### src/rtl/parameters.sv
// Shared sizing for the rename free list and its users.
package parameters;

    localparam int unsigned DISPATCH_WIDTH       = 2;
    localparam int unsigned PHYS_REGS            = 64;
    localparam int unsigned ARCH_REGS            = 32;
    localparam int unsigned FREELIST_DEPTH       = PHYS_REGS - ARCH_REGS;
    localparam int unsigned PHYS_REGS_ADDR_WIDTH = $clog2(PHYS_REGS);

    // Internal widths derived from the above
    localparam int unsigned PTR_WIDTH      = $clog2(FREELIST_DEPTH);
    localparam int unsigned COUNT_WIDTH    = $clog2(FREELIST_DEPTH + 1);
    localparam int unsigned LANE_CNT_WIDTH = $clog2(DISPATCH_WIDTH + 1);

    typedef logic [PHYS_REGS_ADDR_WIDTH-1:0] phys_tag_t;
    typedef logic [LANE_CNT_WIDTH-1:0]       lane_cnt_t;

endpackage

### src/rtl/freelistIf.sv
// Push (commit side) / pop (rename side) bundle of the free list.
interface freelistIf;
    import parameters::*;

    phys_tag_t [DISPATCH_WIDTH-1:0] push_reg;
    logic      [DISPATCH_WIDTH-1:0] push_en;
    logic      [DISPATCH_WIDTH-1:0] pop_en;
    phys_tag_t [DISPATCH_WIDTH-1:0] pop_reg;
    logic                           full;
    logic                           empty;

    modport freelist (
        input  push_reg, push_en, pop_en,
        output pop_reg, full, empty
    );

    modport master (
        output push_reg, push_en, pop_en,
        input  pop_reg, full, empty
    );

endinterface

### src/rtl/freelist_compactor.sv
// Prefix count of push lanes: each enabled lane gets the number of enabled lanes
// below it as its write offset from tail, so sparse pushes pack contiguously.
module freelist_compactor
    import parameters::*;
(
    input  logic      [DISPATCH_WIDTH-1:0] push_en_i,
    output lane_cnt_t [DISPATCH_WIDTH-1:0] offset_o,
    output lane_cnt_t                      total_o
);

    lane_cnt_t acc;

    // Running prefix sum over lanes in order
    always_comb begin
        acc      = '0;
        offset_o = '0;
        for (int unsigned i = 0; i < DISPATCH_WIDTH; i++) begin
            offset_o[i] = acc;
            acc         = acc + lane_cnt_t'(push_en_i[i]);
        end
        total_o = acc;
    end

endmodule

### src/rtl/freelist.sv
// Circular free list of physical register tags. Pops are read combinationally
// from head; pushes are compacted and written at tail. A blocked side (pop
// while empty, push while full) is dropped as a whole without affecting the
// other side.
module freelist
    import parameters::*;
#(
    // Flag pops while empty / pushes while full (both are otherwise dropped safely)
    parameter bit CheckBlocked = 1'b1
) (
    input logic          clk,
    input logic          rst_n,
    freelistIf.freelist  fl
);

    phys_tag_t                  mem_q [FREELIST_DEPTH];
    logic [PTR_WIDTH-1:0]       head_q;
    logic [PTR_WIDTH-1:0]       tail_q;
    logic [COUNT_WIDTH-1:0]     count_q;

    lane_cnt_t [DISPATCH_WIDTH-1:0] push_offset;
    lane_cnt_t                      n_push;
    lane_cnt_t                      n_pop;
    lane_cnt_t                      push_cnt;
    lane_cnt_t                      pop_cnt;
    logic                           empty;
    logic                           full;
    logic                           wr_en   [FREELIST_DEPTH];
    phys_tag_t                      wr_data [FREELIST_DEPTH];
    logic [PTR_WIDTH-1:0]           wr_idx;

    freelist_compactor u_compactor (
        .push_en_i (fl.push_en),
        .offset_o  (push_offset),
        .total_o   (n_push)
    );

    // Status flags and free-tag offers straight from registered state
    always_comb begin
        empty = count_q < COUNT_WIDTH'(DISPATCH_WIDTH);
        full  = count_q > COUNT_WIDTH'(FREELIST_DEPTH - DISPATCH_WIDTH);
        for (int unsigned i = 0; i < DISPATCH_WIDTH; i++) begin
            fl.pop_reg[i] = mem_q[head_q + PTR_WIDTH'(i)];
        end
    end

    assign fl.empty = empty;
    assign fl.full  = full;

    // Accepted pop/push counts; blocked sides contribute nothing
    always_comb begin
        n_pop = '0;
        for (int unsigned i = 0; i < DISPATCH_WIDTH; i++) begin
            n_pop = n_pop + lane_cnt_t'(fl.pop_en[i]);
        end
        pop_cnt  = empty ? '0 : n_pop;
        push_cnt = full  ? '0 : n_push;
    end

    // Per-entry write enables from compacted push lanes
    always_comb begin
        wr_idx = '0;
        for (int unsigned k = 0; k < FREELIST_DEPTH; k++) begin
            wr_en[k]   = 1'b0;
            wr_data[k] = '0;
        end
        if (!full) begin
            for (int unsigned i = 0; i < DISPATCH_WIDTH; i++) begin
                if (fl.push_en[i]) begin
                    wr_idx          = tail_q + PTR_WIDTH'(push_offset[i]);
                    wr_en[wr_idx]   = 1'b1;
                    wr_data[wr_idx] = fl.push_reg[i];
                end
            end
        end
    end

    // Tag storage; reset reloads every non-architectural tag in order
    always_ff @(posedge clk or negedge rst_n) begin
        if (!rst_n) begin
            for (int unsigned k = 0; k < FREELIST_DEPTH; k++) begin
                mem_q[k] <= phys_tag_t'(ARCH_REGS + k);
            end
        end else begin
            for (int unsigned k = 0; k < FREELIST_DEPTH; k++) begin
                if (wr_en[k]) begin
                    mem_q[k] <= wr_data[k];
                end
            end
        end
    end

    // Pointers wrap naturally since the depth is a power of two
    always_ff @(posedge clk or negedge rst_n) begin
        if (!rst_n) begin
            head_q  <= '0;
            tail_q  <= '0;
            count_q <= COUNT_WIDTH'(FREELIST_DEPTH);
        end else begin
            head_q  <= head_q + PTR_WIDTH'(pop_cnt);
            tail_q  <= tail_q + PTR_WIDTH'(push_cnt);
            count_q <= count_q + COUNT_WIDTH'(push_cnt) - COUNT_WIDTH'(pop_cnt);
        end
    end

`ifndef SYNTHESIS
    // pop_en must be a run of ones from lane 0 upward
    a_pop_contig: assert property (@(posedge clk) disable iff (!rst_n)
        (fl.pop_en & (fl.pop_en + DISPATCH_WIDTH'(1))) == '0)
        else $error("freelist: non-contiguous pop_en %b", fl.pop_en);

    a_pop_empty: assert property (@(posedge clk) disable iff (!rst_n)
        !(CheckBlocked && empty && (|fl.pop_en)))
        else $error("freelist: pop while empty");

    a_push_full: assert property (@(posedge clk) disable iff (!rst_n)
        !(CheckBlocked && full && (|fl.push_en)))
        else $error("freelist: push while full");

    a_count_max: assert property (@(posedge clk) disable iff (!rst_n)
        count_q <= COUNT_WIDTH'(FREELIST_DEPTH))
        else $error("freelist: count %0d exceeds depth", count_q);
`endif

endmodule

### src/flat_wrapper.sv
// flat-port wrapper written by rule: the top's interface ports become plain ports
module freelist_flat import parameters::*;
#(
                                                                                    
    parameter bit CheckBlocked = 1'b1
)
  (clk, rst_n, fl_push_reg, fl_push_en, fl_pop_en, fl_pop_reg, fl_full, fl_empty);
  freelistIf fl_i ();
  input logic clk;
  input logic rst_n;
  input wire logic [$bits(fl_i.push_reg)-1:0] fl_push_reg;
  input wire logic [$bits(fl_i.push_en)-1:0] fl_push_en;
  input wire logic [$bits(fl_i.pop_en)-1:0] fl_pop_en;
  output wire logic [$bits(fl_i.pop_reg)-1:0] fl_pop_reg;
  output wire logic [$bits(fl_i.full)-1:0] fl_full;
  output wire logic [$bits(fl_i.empty)-1:0] fl_empty;
  assign fl_i.push_reg = fl_push_reg;
  assign fl_i.push_en = fl_push_en;
  assign fl_i.pop_en = fl_pop_en;
  assign fl_pop_reg = fl_i.pop_reg;
  assign fl_full = fl_i.full;
  assign fl_empty = fl_i.empty;
  freelist #(.CheckBlocked(CheckBlocked)) u_core (.clk(clk), .rst_n(rst_n), .fl(fl_i));
endmodule
### config.mk
export PLATFORM = sky130hd
export DESIGN_NAME = freelist_flat
export DESIGN_NICKNAME = d
export VERILOG_FILES = /design/src/rtl/parameters.sv /design/src/rtl/freelistIf.sv /design/src/rtl/freelist_compactor.sv /design/src/rtl/freelist.sv /design/src/flat_wrapper.sv
export SDC_FILE = /design/constraint.sdc
export NUM_CORES = 1
export LEC_CHECK = 0
export ABC_CLOCK_PERIOD_IN_PS = 3700
export CAP_MARGIN = 20
export CORE_UTILIZATION = 55
export DETAILED_ROUTE_END_ITERATION = 7
export PLACE_DENSITY = 0.72
export SYNTH_ARGS = -nofsm -noshare
export SYNTH_HDL_FRONTEND = slang
export SYNTH_SLANG_ARGS = --single-unit
### constraint.sdc
create_clock -name clk -period 3.7 [get_ports clk]
set_clock_uncertainty 0.05 [all_clocks]
set_input_delay 0.555 -clock clk [delete_from_list [all_inputs] [get_ports clk]]
set_output_delay 0.555 -clock clk [all_outputs]
set_load 0.01 [all_outputs]
==> impl_metrics.tcl, run 1 <==
set metrics [dict create \
    setup_viol 0 \
    grtUsageTotal 0.3745 \
    via_per_inst 7.588 \
    vdd_drop_max_mv 0.5312 \
    hpwlAfterDp_um 35780 \
    p_per_area_nw_per_um2 976.7 \
    num_rows 60 \
    rsz0062_at_grt "no" \
    netlist_area_um2 15030 \
    synth_compound_area_frac 0.2028 \
    yosys.area_share.adder 0.02280 \
    synth_xor_area_frac 0.008073 \
    grt_max_degree 93 \
    layout-drive-gt1-share 0.3354 \
    synth_edf_count 0 \
    arrival_ns 3.05 \
    ant_nets 0 \
    r2r_end "u_core.mem_q[80]" \
    tightestPinTransition_ns 0.8705 \
    die_h_um 167.3 \
    worst_setup_path_start_kind "flop" \
    maxCapViolCount 0 \
    required_ns 3.09 \
    area_delta_synth_final_pct 11.16 \
    die_w_um 167.3 \
    pwr-share-clk 0.157 \
    status "complete, no violations" \
    root_buffer "clkbuf_16" \
    vias 12474 \
    slowest_delay_ns 0.54 \
    p_sw_uw 7183 \
    port_buffers 31 \
    ys_async_sr_fraction 1.000 \
    syn_inst 1287 \
    preCtsSetupSlack_ns 0.08951 \
    cts_tree "yes" \
    reg2reg_from "u_core.tail_q[0]" \
    power.total_uw 16320 \
    wire_per_inst_um 31.40 \
    pwr-share-comb 0.564 \
    cpMostUsedCell "mux4_2" \
    yosysTopAreaCell "dfstp_2" \
    wirelength_um 51630 \
    synth_nets 1330 \
    initial_core_util 0.5594 \
    htreeDepth 1 \
    fin_util 0.6218 \
    drtPass1Iterations 6 \
    synth_top_area_frac 0.1975 \
    period_needed_ns 3.656 \
    grt_first_pass_wirelength_um 77840 \
    slew_headroom 0.4197 \
    worstSetupEndpointType "output pin" \
    drc 0 \
    setup_ws_ns 0.04426 \
    crit_cells 6 \
    cp_cell_sequence "buf_12, buf_16, mux4_2, mux4_2, mux2_2, dlygate4sd2_1" \
    ys_warn_count 0 \
    ys_top_cells_by_area "dfstp_2 20%, mux4_2 16%, dfrtp_1 16%, mux2i_1 8.4%, a221o_1 7.2%" \
    seqPwrFrac 0.278 \
    synth_top_family_by_area "multiplexers" \
    cts.clk_slew.worst_paths_ns 0.06 \
    ctsHoldBuffers 0 \
    clock_latency_ns 0.54 \
    cp.buffers_inverters 3 \
    fin_crit_sh 0.9880 \
    rr_worst_depth 7 \
    hold_class "in2async" \
    syn_avg_cell_area_um2 11.68 \
    p_sw_frac 0.4400 \
    antenna_found_initial 1 \
    finalNetCount 1328 \
    clk_path_buf_depth 3 \
    slew_viol_final 0 \
    ys_ff_latch 208 \
    drtIter0Drc 1750 \
    core_um2 26880 \
    die_area_um2 28000 \
    hold_viol_final 0 \
    critPathLaunch "u_core.head_q[1]" \
    worst_path_dominant_cell_family "multiplexers" \
    slowest_stage "mux4_2" \
    placed_cells_incl_taps 1596 \
    antenna_cells 0 \
    gp_congestion 1.070 \
    io_pins 32 \
    crit_fanout 21 \
    p_int_uw 9140 \
    seq_area_frac_synth 0.3556 \
    numCtsBuffers 24 \
    final-instance-count-excl-fill 1644 \
    clock-sinks 208 \
    path_class "reg2out" \
    synth.distinct_cells 68 \
    yosys.area_share.simple 0.1109 \
    finalSetupTns_ns 0 \
    endpoint "fl_pop_reg[4]" \
    rrSetupSlack_ns 0.53 \
    max_freq_mhz 273.5 \
    grt-ovfl-total 0 \
    leakage_uw 0.007209 \
    synthMuxAreaShare 0.2527 \
    grt_pass1_vias 12160 \
    ys.flop_type "dfstp_2" \
]
-- registers in the layout, indices dropped and copies added, names as in the netlist --
signal	count
u_core.count_q	6
u_core.mem_q	192
u_core.head_q	5
u_core.tail_q	5
-- timing repair --
action / in CTS / in global routing
buffers inserted: 2 / 0
cloned: 2 / 0
gates resized for setup: 20 / 1
endpoints found under the hold margin: 0 / 0
endpoints found under the setup margin: 12 / 1
-- kinds of logic after synthesis --
kind of cell	after synthesis
XOR/XNOR	13
AO/OA/AOI/OAI	309
flip-flops	208
adder cells (fa/ha/maj)	25
AND/OR/NAND/NOR	332
multiplexers	243
buffers and inverters	157
-- layer usage --
layer  up-vias  share of wire  global-route usage  wire, µm
met5         -        0.00031                   0        16
met4         2          0.064              0.2022      3294
met3       228           0.11             0.09525      5837
met2       864           0.45              0.5737     23440
met1      6257           0.37              0.4895     19040
li1       5123              -                   -         -
-- layout by cell type (no fill, tap or decap), drive strengths merged, types with 31 or more instances in the layout --
| cell type | n |
|---|---|
| a221o | 108 |
| a2bb2oi | 36 |
| buf | 67 |
| clkbuf | 37 |
| dfrtp | 95 |
| dfstp | 113 |
| inv | 31 |
| mux2i | 126 |
| mux4 | 108 |
| nand2 | 164 |
| nand3 | 51 |
| o221a | 44 |
| o22ai | 36 |
-- stage by stage --
stage | area, µm² | hold WS, ns
3_5_place_dp | 15750 | 0.4519
6_report | 16710 | 0.07035
3_3_place_gp | 15750 | 0.4473
2_1_floorplan | 15030 | 0.2094
4_1_cts | 16710 | 0.09944
5_1_grt | 16710 | 0.1297
-- synth_stat cells (all sizes together), types with 5 or more instances --
library cell,number
xnor2,8
mux4,108
xor2,5
a211o,6
clkbuf,59
o22ai,36
a221oi,6
mux2,9
nand2,164
a21oi,24
nand3b,5
o221a,44
a32o,7
a221o,108
dfrtp,95
o21ai,9
ha,21
nand2b,8
and2b,16
nor2,24
buf,67
a32oi,13
mux2i,126
inv,31
and2,18
dfstp,113
nor3,7
nand3,51
and3,10
a2bb2oi,36
nor2b,6
-- final cells by class --
class,instances,area [µm²]
Clock buffer,36,716.9
Clock inverter,8,121.4
Fill cell,2137,10160
Inverter,31,118.9
Multi-Input combinational cell,922,9030
Sequential cell,208,5354
Tap cell,341,426.7
Timing Repair Buffer,98,944.7
-- worst register-to-register path, cell delays in order, from the launching register on --
cell	delay, ns
dfrtp_1	0.48
ha_1	0.28
ha_1	0.42
nand3b_1	0.23
nor2_1	0.73
a32oi_4	0.21
and2b_1	0.32
a221o_1	0.34
-- power by group through the flow --
stage | logic (µW) | clock network (µW) | registers [µW]
after floorplan | 6480 | 0 | 3900
final | 9210 | 2560 | 4540
after detailed placement | 8950 | 0 | 4500
after CTS | 9010 | 2570 | 4490
after global placement | 8800 | 0 | 4450
after global routing | 9660 | 2660 | 4620
-- how the worst min path moves through the flow --
| stage | from | end | slack, ns | cells after the start |
|---|---|---|---|---|
| 3_3_place_gp | u_core.mem_q[169] | u_core.mem_q[169] | 0.45 | 1 |
| 6_report | rst_n | u_core.mem_q[51] | 0.07 | 1 |
| 2_1_floorplan | rst_n | u_core.count_q[0] | 0.21 | 0 |
| 3_5_place_dp | u_core.mem_q[76] | u_core.mem_q[76] | 0.45 | 1 |
| 4_1_cts | rst_n | u_core.mem_q[61] | 0.1 | 1 |
| 5_1_grt | rst_n | u_core.mem_q[51] | 0.13 | 1 |
(Power assumes the default switching activity.)
==> run 2, diff against run 1 <==
- CORE_UTILIZATION: 55 -> 57
- PLACE_DENSITY: 0.72 -> 0.74
==> run 2 against run 1 <==
  * Utilization increased by 2.5 points
  * Final cell count about the same
  * Sequential power decreased by 0.9%
  * Setup slack got worse by 0.023 ns
  * Global-route usage increased by 0.60 points
  * Worst hold slack got worse by 0.037 ns
  * Power decreased by 0.25%
  * Sequential cell count unchanged
  * Clock power decreased by 4%
  * Maximum frequency decreased by 0.62%
==> impl_metrics.tcl, run 2 (same netlist as run 1, synthesis figures left out) <==
set metrics [dict create \
    htreeDepth 1 \
    clk_path_buf_depth 3 \
    crit_fanout 13 \
    worstSetupEndpointType "output pin" \
    grtUsageTotal 0.3805 \
    grt_first_pass_wirelength_um 75930 \
    rrSetupSlack_ns 0.59 \
    die_area_um2 27030 \
    wire_per_inst_um 30.39 \
    cts_tree "yes" \
    initial_core_util 0.5786 \
    numCtsBuffers 24 \
    slew_headroom 0.4576 \
    critPathLaunch "u_core.head_q[1]" \
    final_cell_mix "164 x nand2_1, 126 x mux2i_1, 113 x dfstp_2, 108 x mux4_2, 108 x a221o_1" \
    p_per_area_nw_per_um2 968.0 \
    port_buffers 31 \
    hpwlAfterDp_um 34600 \
    fin_crit_sh 0.9942 \
    arrival_ns 3.07 \
    grt_max_degree 114 \
    area_delta_synth_final_pct 11.88 \
    worst_setup_path_start_kind "flop" \
    final_common_cell "nand2_1" \
    required_ns 3.09 \
    grt_pass1_vias 12126 \
    period_needed_ns 3.678 \
    leakage_uw 0.007255 \
    reg2reg_from "u_core.count_q[5]" \
    drtPass1Iterations 6 \
    rsz0062_at_grt "no" \
    cts.clk_slew.worst_paths_ns 0.06 \
    ctsHoldBuffers 0 \
    layout-drive-gt1-share 0.3394 \
    ant_nets 0 \
    root_buffer "clkbuf_16" \
    clock-sinks 208 \
    num_rows 59 \
    whs_ns 0.03348 \
    io_pins 32 \
    hold_viol_final 0 \
    maxCapViolCount 0 \
    clock_latency_ns 0.54 \
    antenna_cells 0 \
    vias 12542 \
    setup_viol 0 \
    grt-ovfl-total 0 \
    finalSetupTns_ns 0 \
    status "complete, no violations" \
    max_freq_mhz 271.9 \
    largest_register_ffs 192 \
    via_per_inst 7.634 \
    wirelength_um 49930 \
    largest_registers "u_core.mem_q (192), u_core.count_q (6)" \
    slew_viol_final 0 \
    drc 0 \
    die_w_um 164.4 \
    tightestPinTransition_ns 0.8137 \
    antenna_found_initial 0 \
    die_h_um 164.4 \
    path_class "reg2out" \
    vdd_drop_max_mv 0.7642 \
    hold_class "in2async" \
    regMostFlops "u_core.mem_q" \
    core_um2 25980 \
    drtIter0Drc 1491 \
    gp_congestion 1.004 \
    finalNetCount 1334 \
]
run 2: cell types whose count changed in the layout (fill, tap and decap cells not counted), sizes merged:
cell	before	now
buf	67	72
clkinv	4	3
bufinv	3	2
clkinvlp	1	5
dlymetal6s2s	0	5
dlygate4sd2	12	7
clkbuf	37	35
run 2: critical path, stage by stage, from the launching register on:
cell	delay, ns
dfrtp_4	0.48
buf_16	0.18
buf_4	0.13
mux4_2	0.54
mux4_2	0.56
mux2_2	0.34
dlygate4sd2_1	0.29
run 2: layer usage:
| metal | share of wire | GRT usage | vias to the layer above |
|---|---|---|---|
| li1 | - | - | 5127 |
| met1 | 0.37 | 0.4986 | 6351 |
| met4 | 0.060 | 0.1981 | 0 |
| met5 | 0 | 0 | - |
| met2 | 0.46 | 0.5890 | 856 |
| met3 | 0.11 | 0.09116 | 208 |
run 2: power breakdown:
group / switching [µW] / internal, µW / total, µW
clock network: 1030 / 1440 / 2460
registers: 1070 / 3430 / 4500
logic: 5000 / 4320 / 9320
total: 7100 / 9180 / 16300
run 2: what timing repair did:
action	in CTS	in global routing
hold endpoints to repair	0	0
gates cloned	1	1
setup buffers	0	6
resized for setup	15	7
endpoints found under the setup margin	12	10
run 2: final cells by class:
type,count,area (µm²)
inverter,31,118.9
clock buffer,33,685.7
tap,335,419.2
fill,1991,9165
sequential,208,5354
multi-input combinational,922,9041
timing repair buffer,104,1085
clock inverter,10,116.4
run 2: metrics by stage:
stage | instance area (µm²) | cells | utilization | worst slack, ns | power [µW]
5_1_grt | 16820 | 1643 | 0.6473 | 0.008915 | 16920
6_report | 16820 | 1643 | 0.6473 | 0.02156 | 16280
3_3_place_gp | 15850 | 1592 | 0.6099 | 0.3369 | 13190
2_1_floorplan | 15030 | 1287 | - | 0.3254 | 10380
3_5_place_dp | 15850 | 1592 | 0.6099 | 0.2735 | 13440
4_1_cts | 16710 | 1636 | 0.6431 | -0.1177 | 15950
run 2: path summary, 6_finish.rpt:
kind,end,cells after the start
worst max register to register,u_core.count_q[5],12
worst min-delay path,u_core.mem_q[140],1
worst max-delay path,fl_pop_reg[5],6
max in group asynchronous,u_core.mem_q[88],2
min in group clk,u_core.mem_q[76],1
worst min register to register,u_core.mem_q[76],1
